<file path="config.mk">
export PLATFORM = sky130hd
export DESIGN_NAME = switch_debouncer_flat
export DESIGN_NICKNAME = d
export VERILOG_FILES = /design/src/rtl/switch_debouncer_if.sv /design/src/rtl/switch_debouncer.sv /design/src/flat_wrapper.sv
export SDC_FILE = /design/constraint.sdc
export NUM_CORES = 1
export LEC_CHECK = 0
export CAP_MARGIN = 0
export CELL_PAD_IN_SITES_DETAIL_PLACEMENT = 1
export CELL_PAD_IN_SITES_GLOBAL_PLACEMENT = 1
export CORE_UTILIZATION = 36
export CTS_BUF_LIST = sky130_fd_sc_hd__clkbuf_8
export CTS_CLUSTER_DIAMETER = 120
export DETAILED_ROUTE_END_ITERATION = 8
export PLACE_DENSITY = 0.75
export SETUP_SLACK_MARGIN = 0.5
export SLEW_MARGIN = 5
export SYNTH_ARGS = -nofsm -noshare
export SYNTH_HDL_FRONTEND = slang
export SYNTH_SLANG_ARGS = --single-unit
</file>
<file path="constraint.sdc">
create_clock -name clk -period 0.9 [get_ports clk]
set_input_delay 0.27 -clock clk [delete_from_list [all_inputs] [get_ports clk]]
set_output_delay 0.27 -clock clk [all_outputs]
set_load 0.01 [all_outputs]
</file>
<file path="src/rtl/switch_debouncer_if.sv">
// switch_debouncer_if: raw switch levels in, debounced levels, edge pulses and LED out
interface switch_debouncer_if #(parameter int WIDTH = 2);
  logic [WIDTH-1:0] switch_in;
  logic [WIDTH-1:0] switch_db;
  logic [WIDTH-1:0] rise;
  logic [WIDTH-1:0] fall;
  logic             led;
  modport master (output switch_in, input switch_db, rise, fall, led);
  modport slave (input switch_in, output switch_db, rise, fall, led);
endinterface

</file>
<file path="src/rtl/switch_debouncer.sv">
// switch_debouncer: per-channel sync, stability-count debounce, edge pulses and AND-reduced LED
module switch_debouncer #(
  parameter int STABLE_CYCLES = 4,
  parameter int WIDTH = 2
) (
  input logic clk,
  input logic rst,
  switch_debouncer_if.slave sw
);
  localparam int cnt_w = STABLE_CYCLES > 1 ? $clog2(STABLE_CYCLES) : 1;
  localparam logic [cnt_w-1:0] cnt_max = cnt_w'(STABLE_CYCLES - 1);
  logic [WIDTH-1:0] db, rise, fall;
  for (genvar i = 0; i < WIDTH; i++) begin : g_ch
    logic s1, s2, d, r, f;
    logic [cnt_w-1:0] cnt;
    // synchronise, then accept a new level only after it has held for STABLE_CYCLES cycles
    always_ff @(posedge clk or posedge rst)
      if (rst) begin
        s1 <= 1'b0;
        s2 <= 1'b0;
        d <= 1'b0;
        r <= 1'b0;
        f <= 1'b0;
        cnt <= '0;
      end else begin
        s1 <= sw.switch_in[i];
        s2 <= s1;
        r <= 1'b0;
        f <= 1'b0;
        if (s2 == d) cnt <= '0;
        else if (cnt == cnt_max) begin
          d <= s2;
          cnt <= '0;
          r <= s2;
          f <= ~s2;
        end else cnt <= cnt + 1'b1;
      end
    assign db[i] = d;
    assign rise[i] = r;
    assign fall[i] = f;
  end
  assign sw.switch_db = db;
  assign sw.rise = rise;
  assign sw.fall = fall;
  assign sw.led = &db;
endmodule
</file>
<file path="src/flat_wrapper.sv">
// flat-port wrapper written by rule: the top's interface ports become plain ports
module switch_debouncer_flat 
#(
  parameter int STABLE_CYCLES = 4,
  parameter int WIDTH = 2
)
  (clk, rst, sw_switch_in, sw_switch_db, sw_rise, sw_fall, sw_led);
  switch_debouncer_if #(.WIDTH(WIDTH)) sw_i ();
  input logic clk;
  input logic rst;
  input wire logic [$bits(sw_i.switch_in)-1:0] sw_switch_in;
  output wire logic [$bits(sw_i.switch_db)-1:0] sw_switch_db;
  output wire logic [$bits(sw_i.rise)-1:0] sw_rise;
  output wire logic [$bits(sw_i.fall)-1:0] sw_fall;
  output wire logic [$bits(sw_i.led)-1:0] sw_led;
  assign sw_i.switch_in = sw_switch_in;
  assign sw_switch_db = sw_i.switch_db;
  assign sw_rise = sw_i.rise;
  assign sw_fall = sw_i.fall;
  assign sw_led = sw_i.led;
  switch_debouncer #(.STABLE_CYCLES(STABLE_CYCLES), .WIDTH(WIDTH)) u_core (.clk(clk), .rst(rst), .sw(sw_i));
endmodule
</file>
-- After elaboration in Yosys (flattened, before gate mapping)
Cells that the tools add are included.
- equality and inequality tests: 4
- bitwise gates (word level): 4
- reduce and logical (&&, ||, !) cells: 3
- $mul: 0
- shift operators: 0
- $lt $le $gt $ge: 0
- add/subtract/negate cells: 2
- multiplexer cells: 12
- divide/modulo/power cells: 0
- operator list (kind ; count):
    2-to-1 mux 1 bit ; 8
    2-to-1 mux 2 bit ; 4
    AND reduction 2 bit ; 3
    adder 2 x 1 -> 2 bit, second input constant ; 2
    equality test 2 bit, second input constant ; 2
    inverter 1 bit ; 4
    equality test 1 bit ; 2
- memories kept: 0
- RAM bits: 0
- memory bits (read-only): 0
- bits in latches: 0
- register bits: 14
- logic and storage cells: 37
- output and inout port bits: 7
- bits of input ports: 4

-- Logic depth before layout (Yosys ltp)
Gate-level depths: netlist (run 1).
- word-level depth: 3
- depth in mapped cells: 3

-- Least setup slack after synthesis (run 1)
Ideal clock, no wire load.
- path type: register to output
- from: reg u_core.g_ch[1].d
- to: out sw_led
- cell stages (with the launch flop): 3
- data required time: 630 ps
- slack: 13 ps
- path buffers: 0
- data arrival time: 617 ps
- path through: dfrtp_1 > inv_1 > nor2_1
- longest elaborated chain between the ends: 1
- ends and longest elaborated chain (item ; RTL line ; source):
    start, declared ; switch_debouncer.sv:14 ; logic s1, s2, d, r, f;
    start signal, assigned ; switch_debouncer.sv:21 ; d <= 1'b0;
    start signal, assigned ; switch_debouncer.sv:32 ; d <= s2;
    AND reduction 2 bit ; switch_debouncer.sv:45 ; assign sw.led = &db;
    end, declared ; flat_wrapper.sv:15 ; output wire logic [$bits(sw_i.led)-1:0] sw_led;
No other way between the ends.

-- Final worst setup path (run 1)
Ends and elaborated chain as after synthesis.

==> results.sh, run 1 <==
export IMPL_drt_met1_wl_um=446
export IMPL_cts_buffer_depth=2
export IMPL_num_vias=351
export IMPL_hp_class="input port to async pin"
export IMPL_powerDensity_nw_per_um2=2960
export IMPL_finalWirelength_mm=1.17
export IMPL_finalMaxSlewViolations=0
export IMPL_rsz0062_at_grt="yes"
export IMPL_setup_viol=14
export IMPL_max_clock_freq_mhz=862
export IMPL_p_leak_nw=0.412
export IMPL_clkSlewWorstSetupHoldPaths_ps=50
export IMPL_syn_to_final_growth_pct=62.6
export IMPL_cp_cell_sequence="inv_2, nor2_2, buf_2"
export IMPL_clk_latency_ps=240
export IMPL_wire_per_inst_um=16.0
export IMPL_grt_max_degree=15
export IMPL_holdBufCountCts=0
export IMPL_worstMarginPinSlew_ps=360
export IMPL_avgSynthCellArea_um2=13.1
export IMPL_crit_required_ps=630
export IMPL_crit_fanout=2
export IMPL_drv_cap=0
export IMPL_synth_area_leaders="dfrtp_1, buf_4, ha_1"
export IMPL_wl_met3_um=54
export IMPL_whs_ps=169
export IMPL_routed_wl_met2_um=627
export IMPL_dieArea_um2=1620
export IMPL_synthTopCellsByCount="dfrtp_1, buf_4, inv_1, nor2_1"
export IMPL_synth_cell_type_count=11
export IMPL_drc_errors=0
export IMPL_top_layer_used="met4"
export IMPL_cp_end_kind="output pin"
export IMPL_track_usage=0.186
export IMPL_cp_start_kind="flop"
export IMPL_netlist_area_um2=526
export IMPL_fin_crit_sh=1.29
export IMPL_fin_util=0.641
export IMPL_ys_ff_latch=14
export IMPL_avgViaCountPerCell=4.81
export IMPL_post_route_min_period_ps=1160
export IMPL_num_rows=13
export IMPL_synth_warning_count=0
export IMPL_peakVddDrop_uv=1940
export IMPL_syn_nets=46
export IMPL_slew_headroom=0.760
export IMPL_gp_congestion=0.618
export IMPL_violations="negative setup slack"
export IMPL_synth_edff_count=0
export IMPL_reg2regPathDepth=5
export IMPL_seq_area_frac_synth=0.667
export IMPL_finish_net_count=66
export IMPL_core_um2=1330
export IMPL_first_pass_iters=1
export IMPL_ios=11
export IMPL_port_buffers=10
export IMPL_antenna_found_initial=0
export IMPL_crit_arrival_ps=890
export IMPL_nFillCells=121
export IMPL_hold_viol=0
export IMPL_dieHeight_um=40.2
export IMPL_netlist_instances=40
export IMPL_crit_type="flop to output pin"
export IMPL_yosysTopAreaCell="dfrtp_1"
export IMPL_setup_ws_ps=-260
export IMPL_start_util=0.394
export IMPL_netlist_area_leader_share=0.667
export IMPL_die_w_um=40.2
export IMPL_skew_ps=0.758
export IMPL_dp_hpwl_um=602
export IMPL_grt_pass1_vias=371
export IMPL_drtIter0Drc=0
export IMPL_drive_gt1_frac=0.690
export IMPL_synth_flop_cell="dfrtp_1"
export IMPL_critical_path_max_stage_delay_ps=380
export IMPL_h_tree_depth=1
export IMPL_cts_tree="built"
export IMPL_pre_cts_slack_ps=-388
export IMPL_outcome="finished with violations"
export IMPL_grt_pass1_wl_mm=1.77
export IMPL_overflow=0
export IMPL_insertedDiodeCount=0
export IMPL_clock_root_buffer="clkbuf_8"
export IMPL_postRouteAntennaNets=0
export IMPL_synth_async_reset_ratio=1.00
export IMPL_clkSinkCount=14
export IMPL_crit_slowest_cell="dfrtp_1"
export IMPL_synth_most_common_cell="dfrtp_1"
export IMPL_numCtsBuffers=3
## per-stage QoR
step	area (µm²)	cells	TNS, ps	power [mW]
after floorplan	556	40	0	1.24
after global placement	641	63	-1790	1.43
after detailed placement	641	63	-1960	1.48
after CTS	783	71	-1220	2.32
after global routing	855	73	-2050	2.66
final	855	73	-1620	2.53
## path summary, 6_finish.rpt
path | endpoint | slack [ps] | start
worst min-delay path | u_core.g_ch[0].s1 | 170 | rst
worst max register to register | u_core.g_ch[1].f | -120 | u_core.g_ch[1].d
min in group clk | u_core.g_ch[0].s1 | 250 | sw_switch_in[0]
worst max-delay path | sw_led | -260 | u_core.g_ch[1].d
worst min register to register | u_core.g_ch[0].s2 | 350 | u_core.g_ch[0].s1
max in group asynchronous | u_core.g_ch[1].f | 620 | rst
## state kept, by name (all words and copies together), names as in the netlist
signal	count
u_core.g_ch.cnt	4
u_core.g_ch.r	2
u_core.g_ch.f	2
u_core.g_ch.s2	2
u_core.g_ch.s1	2
u_core.g_ch.d	2
## cell usage in the layout, fill, tap and decap left out, types with 3 or more instances in the layout
| cell | count |
|---|---|
| buf_6 | 8 |
| clkbuf_8 | 3 |
| buf_2 | 4 |
| dfrtp_1 | 14 |
| buf_4 | 5 |
| dlygate4sd2_1 | 3 |
## critical path, delay by kind of cell, from the launching register on
kind          cells  cell delay [ps]
buf+inv           2              180
flops             1              380
simple gates      1               90
## metal layers
layer / global-route usage / up-vias
met1: 0.207 / 172
met5: 0 / -
met2: 0.298 / 13
met4: 0.150 / 0
li1: - / 161
met3: 0.0500 / 5
## cell type report
type                       instances  area (µm²)  share of cell area
sequential                        14         350               0.410
multi-input combinational         17         235               0.275
timing repair buffer              21         194               0.227
clock buffer                       3        41.3              0.0483
tap                               15        18.8              0.0220
inverter                           3        15.0              0.0176
## power breakdown
group	switching [mW]	internal (mW)	total (mW)
clock	0.193	0.295	0.488
combinational	0.467	0.675	1.14
sequential	0.132	0.764	0.897
total	0.793	1.73	2.53
## cells by family (layout without fill, tap and decap cells)
family,after synthesis,after routing,synth area share
compound gates,2,2,0.0190
xor+xnor,2,2,0.0333
fa+ha+maj,2,2,0.0476
buf+inv,9,27,0.107
flops,14,14,0.667
simple gates,11,11,0.126
## repair_timing
action | in CTS | in global routing
resized for setup | 47 | 13
pin swaps | 5 | 3
endpoints found under the setup margin | 35 | 19
buffers inserted | 5 | 2
Power figures use the tool's default switching activity.
==> run 2: changes to the inputs <==
--- a/config.mk
+++ b/config.mk
@@ -12,8 +12,10 @@
 export CTS_BUF_LIST = sky130_fd_sc_hd__clkbuf_8
 export CTS_CLUSTER_DIAMETER = 120
 export DETAILED_ROUTE_END_ITERATION = 8
+export HOLD_SLACK_MARGIN = 0.05
 export PLACE_DENSITY = 0.75
 export SETUP_SLACK_MARGIN = 0.5
+export SKIP_LAST_GASP = 1
 export SLEW_MARGIN = 5
 export SYNTH_ARGS = -nofsm -noshare
 export SYNTH_HDL_FRONTEND = slang
==> run 2 against run 1 <==
Compared with the run above:
- the run still ends with negative setup slack left
- count of clock-buffer cells in the layout did not move
- non-clock buffer count rose by 1
- clock skew barely moved
- sequential share of layout area rose by 0.49 points
- critical endpoint unchanged
- largest power group unchanged
==> results.sh, run 2 (same netlist as run 1, synthesis figures left out) <==
export IMPL_outcome="finished with violations"
export IMPL_violations="negative setup slack"
export IMPL_fin_crit_sh=1.29
export IMPL_worstMarginPinSlew_ps=316
export IMPL_avgViaCountPerCell=4.80
export IMPL_holdBufCountCts=0
export IMPL_finish_net_count=67
export IMPL_cts_buffer_depth=2
export IMPL_r2r_slack_ps=-150
export IMPL_core_um2=1330
export IMPL_drive_gt1_frac=0.695
export IMPL_rsz0062_at_grt="yes"
export IMPL_overflow=0
export IMPL_clock_root_buffer="clkbuf_8"
export IMPL_crit_required_ps=630
export IMPL_hp_class="input port to async pin"
export IMPL_crit_type="flop to output pin"
export IMPL_finalWirelength_mm=1.24
export IMPL_regToRegStartpoint="u_core.g_ch[0].d"
export IMPL_cp_end_kind="output pin"
export IMPL_crit_fanout=2
export IMPL_p_leak_nw=0.410
export IMPL_layout_commonest_cell="dfrtp_1"
export IMPL_drv_cap=0
export IMPL_finalMaxSlewViolations=0
export IMPL_nFillCells=125
export IMPL_largest_register="u_core.g_ch.cnt"
export IMPL_grt_pass1_vias=349
export IMPL_setup_viol=13
export IMPL_dieHeight_um=40.2
export IMPL_clkSlewWorstSetupHoldPaths_ps=50
export IMPL_insertedDiodeCount=0
export IMPL_port_buffers=10
export IMPL_post_route_min_period_ps=1160
export IMPL_max_clock_freq_mhz=861
export IMPL_cts_tree="built"
export IMPL_crit_arrival_ps=890
export IMPL_setup_ws_ps=-261
export IMPL_cp_start_kind="flop"
export IMPL_first_pass_iters=1
export IMPL_skew_ps=0.556
export IMPL_drc_errors=0
export IMPL_start_util=0.394
export IMPL_powerDensity_nw_per_um2=3060
export IMPL_peakVddDrop_uv=1570
export IMPL_die_w_um=40.2
export IMPL_num_rows=13
export IMPL_dp_hpwl_um=602
export IMPL_grt_max_degree=15
export IMPL_crit_start="u_core.g_ch[1].d"
export IMPL_slew_headroom=0.789
export IMPL_h_tree_depth=1
export IMPL_largest_register_ff_count=4
export IMPL_finalPower_mw=2.58
export IMPL_grt_pass1_wl_mm=1.72
export IMPL_drtIter0Drc=0
export IMPL_numCtsBuffers=3
export IMPL_clkSinkCount=14
export IMPL_final_cell_mix="dfrtp_1, buf_6, buf_4, buf_2"
export IMPL_postRouteAntennaNets=0
export IMPL_num_vias=355
export IMPL_antenna_found_initial=0
export IMPL_whs_ps=168
export IMPL_ios=11
export IMPL_syn_to_final_growth_pct=60.7
export IMPL_track_usage=0.182
export IMPL_hold_viol=0
export IMPL_clk_latency_ps=240
export IMPL_dieArea_um2=1620
export IMPL_gp_congestion=0.618
export IMPL_wire_per_inst_um=16.7
## run 2: cell types whose count changed in the layout (fill, tap and decap cells not counted), sizes merged
cell | before | now
buf | 18 | 19
## run 2: worst max-delay path, cell delays in order (launching register included)
cell and delay [ps]:
dfrtp_1 370, inv_2 50, nor2_2 100, buf_2 140
## run 2: power by group
group          internal [mW]  switching (mW)
logic                  0.710           0.478
registers              0.764           0.132
clock network          0.295           0.202
total                   1.77           0.812
## run 2: path summary, 6_finish.rpt
kind / cells past startpoint / endpoint
worst min-delay path: 3 / u_core.g_ch[1].s2
worst max-delay path: 3 / sw_led
worst min register to register: 0 / u_core.g_ch[0].s2
max in group asynchronous: 3 / u_core.g_ch[0].r
min in group clk: 1 / u_core.g_ch[0].s1
worst max register to register: 4 / u_core.g_ch[0].cnt[1]
## run 2: per-stage QoR
stage / area [µm²] / worst slack [ps] / std cells / setup TNS [ps] / utilization
after floorplan: 556 / 36.7 / 40 / 0 / -
after global routing: 845 / -315 / 74 / -2190 / 0.633
final: 845 / -261 / 74 / -1640 / 0.633
after CTS: 769 / -243 / 71 / -1220 / 0.577
after detailed placement: 641 / -388 / 63 / -1960 / 0.480
after global placement: 641 / -375 / 63 / -1790 / 0.480
## run 2: final cells by class
| cell class | instances | area, µm² | share of cell area |
|---|---|---|---|
| multi-input combinational | 17 | 224 | 0.265 |
| inverter | 3 | 15.0 | 0.0178 |
| sequential | 14 | 350 | 0.415 |
| tap | 15 | 18.8 | 0.0222 |
| clock buffer | 3 | 41.3 | 0.0489 |
| timing repair buffer | 22 | 195 | 0.231 |
## run 2: what timing repair did
action / CTS / global route
buffers inserted: 5 / 3
gates resized for setup: 45 / 12
pin swaps: 5 / 7
endpoints found under the setup margin: 35 / 19
## run 2: metal layers
layer | vias to the layer above | wire length, µm | global-route usage
met5 | - | 0 | 0
met3 | 6 | 38 | 0
met1 | 175 | 471 | 0.207
met4 | 0 | 68 | 0.150
met2 | 14 | 659 | 0.319
li1 | 160 | - | -
==> run 3: changes to the inputs <==
--- a/config.mk
+++ b/config.mk
@@ -13,10 +13,10 @@
 export CTS_CLUSTER_DIAMETER = 120
 export DETAILED_ROUTE_END_ITERATION = 8
 export HOLD_SLACK_MARGIN = 0.05
-export PLACE_DENSITY = 0.75
+export PLACE_DENSITY_LB_ADDON = 0.1
 export SETUP_SLACK_MARGIN = 0.5
 export SKIP_LAST_GASP = 1
-export SLEW_MARGIN = 5
+export SLEW_MARGIN = 15
 export SYNTH_ARGS = -nofsm -noshare
 export SYNTH_HDL_FRONTEND = slang
 export SYNTH_SLANG_ARGS = --single-unit
==> run 3 against run 2 <==
Compared with the run above:
- the run still ends with negative setup slack left
- clock skew is essentially flat
- register-to-register slack lost 20 ps
- worst hold slack gained 17 ps
- count of clock-buffer cells in the layout is the same
- routed wire length shrank 3.2%
- via count shrank 1.1%
- flip-flop and latch count is the same
- maximum frequency grew 0.57%
- sequential power shrank 1%
- cell area grew 4.6%
- first-iteration DRC count is the same
- core utilization grew 2.9 points
- critical endpoint unchanged
- largest cell class unchanged
- largest power group unchanged
==> results.sh, run 3 (same netlist as run 1, synthesis figures left out) <==
export IMPL_start_util=0.394
export IMPL_setup_ws_ps=-254
export IMPL_cts_buffer_depth=2
export IMPL_finalWirelength_mm=1.20
export IMPL_crit_start="u_core.g_ch[0].d"
export IMPL_grt_pass1_wl_mm=1.75
export IMPL_postRouteAntennaNets=0
export IMPL_num_rows=13
export IMPL_first_pass_iters=1
export IMPL_whs_ps=185
export IMPL_ios=11
export IMPL_crit_fanout=3
export IMPL_p_leak_nw=0.428
export IMPL_gp_congestion=0.581
export IMPL_skew_ps=0.860
export IMPL_finish_net_count=71
export IMPL_largest_register_ff_count=4
export IMPL_syn_to_final_growth_pct=68.1
export IMPL_track_usage=0.183
export IMPL_hold_viol=0
export IMPL_r2r_end="u_core.g_ch[1].cnt[1]"
export IMPL_clkSinkCount=14
export IMPL_hp_class="input port to async pin"
export IMPL_overflow=0
export IMPL_clock_root_buffer="clkbuf_8"
export IMPL_drv_cap=0
export IMPL_holdBufCountCts=0
export IMPL_crit_slowest_cell="dfrtp_1"
export IMPL_crit_type="flop to output pin"
export IMPL_final_cell_mix="dfrtp_1, buf_6, buf_4, buf_2"
export IMPL_fin_cells=78
export IMPL_clk_latency_ps=240
export IMPL_antenna_found_initial=0
export IMPL_h_tree_depth=1
export IMPL_cts_tree="built"
export IMPL_drc_errors=0
export IMPL_critical_path_max_stage_delay_ps=380
export IMPL_crit_required_ps=630
export IMPL_post_route_min_period_ps=1150
export IMPL_rsz0062_at_grt="yes"
export IMPL_finalMaxSlewViolations=0
export IMPL_layout_commonest_cell="dfrtp_1"
export IMPL_dp_cells=63
export IMPL_fin_crit_sh=1.28
export IMPL_cp_cell_sequence="inv_2, nor2_2, buf_2"
export IMPL_peakVddDrop_uv=1630
export IMPL_r2r_slack_ps=-170
export IMPL_cp_endpoint="sw_led"
export IMPL_grt_pass1_vias=385
export IMPL_dpl_instance_area_um2=641
export IMPL_regToRegStartpoint="u_core.g_ch[1].d"
export IMPL_outcome="finished with violations"
export IMPL_seq_area_um2=350
export IMPL_port_buffers=10
export IMPL_cp_end_kind="output pin"
export IMPL_multi_input_area_um2=228
export IMPL_setup_viol=16
export IMPL_fin_tns_setup_ps=-2010
export IMPL_worstMarginPinSlew_ps=339
export IMPL_dp_hpwl_um=558
export IMPL_grt_max_degree=13
export IMPL_die_w_um=40.2
export IMPL_num_vias=351
export IMPL_dieHeight_um=40.2
export IMPL_dieArea_um2=1620
export IMPL_drive_gt1_frac=0.698
export IMPL_reg2regPathDepth=5
export IMPL_wire_per_inst_um=15.3
export IMPL_largest_register="u_core.g_ch.cnt"
export IMPL_final_area_um2=883
export IMPL_violations="negative setup slack"
export IMPL_drtIter0Drc=0
export IMPL_avgViaCountPerCell=4.50
export IMPL_core_um2=1330
export IMPL_slew_headroom=0.774
export IMPL_numCtsBuffers=3
export IMPL_powerDensity_nw_per_um2=2990
export IMPL_crit_arrival_ps=880
export IMPL_insertedDiodeCount=0
export IMPL_nFillCells=122
export IMPL_cp_start_kind="flop"
export IMPL_pre_cts_slack_ps=-406
export IMPL_clkSlewWorstSetupHoldPaths_ps=50
export IMPL_max_clock_freq_mhz=866
[run 3: where the power goes]
part | total (mW) | internal, mW | switching [mW]
Combinational | 1.25 | 0.778 | 0.476
Clock | 0.497 | 0.295 | 0.202
Sequential | 0.886 | 0.764 | 0.122
[run 3: per-stage QoR]
stage	util	power (mW)
after detailed placement	0.480	1.47
after CTS	0.623	2.41
after floorplan	-	1.24
final	0.662	2.64
after global routing	0.662	2.79
after global placement	0.480	1.43
[run 3: routing by layer]
metal / wire (µm) / GRT usage / part of all wire / up-vias
met5: 0 / 0 / 0 / -
met4: 6 / 0.100 / 0.0050 / 0
met3: 46 / 0.0333 / 0.038 / 2
met2: 683 / 0.323 / 0.57 / 13
met1: 461 / 0.209 / 0.39 / 170
li1: - / - / - / 166
[run 3: area by class of cell]
class	count	share of cell area
inverter	3	0.0170
clock buffer	3	0.0467
timing repair buffer	26	0.261
sequential	14	0.397
tap	15	0.0212
multi-input combinational	17	0.258
[run 3: repair_timing]
| action | CTS | global route |
|---|---|---|
| endpoints found under the setup margin | 35 | 19 |
| pin swaps | 5 | 3 |
| buffers inserted | 9 | 3 |
| gates resized for setup | 52 | 7 |
[run 3: worst min path at each step]
stage | slack (ps) | to | from | cells after the start
after global routing | 190 | u_core.g_ch[0].d | rst | 3
final | 190 | u_core.g_ch[0].d | rst | 3
after CTS | 170 | u_core.g_ch[0].d | rst | 3
after floorplan | 80 | u_core.g_ch[0].cnt[0] | rst | 1
after detailed placement | 340 | u_core.g_ch[0].s2 | u_core.g_ch[0].s1 | 0
after global placement | 330 | u_core.g_ch[0].s2 | u_core.g_ch[0].s1 | 0
[run 3: critical path, delay by kind of cell (launching register included)]
| family | cells | cell delay (ps) |
|---|---|---|
| buffers and inverters | 2 | 180 |
| flip-flops | 1 | 380 |
| AND/OR/NAND/NOR | 1 | 90 |
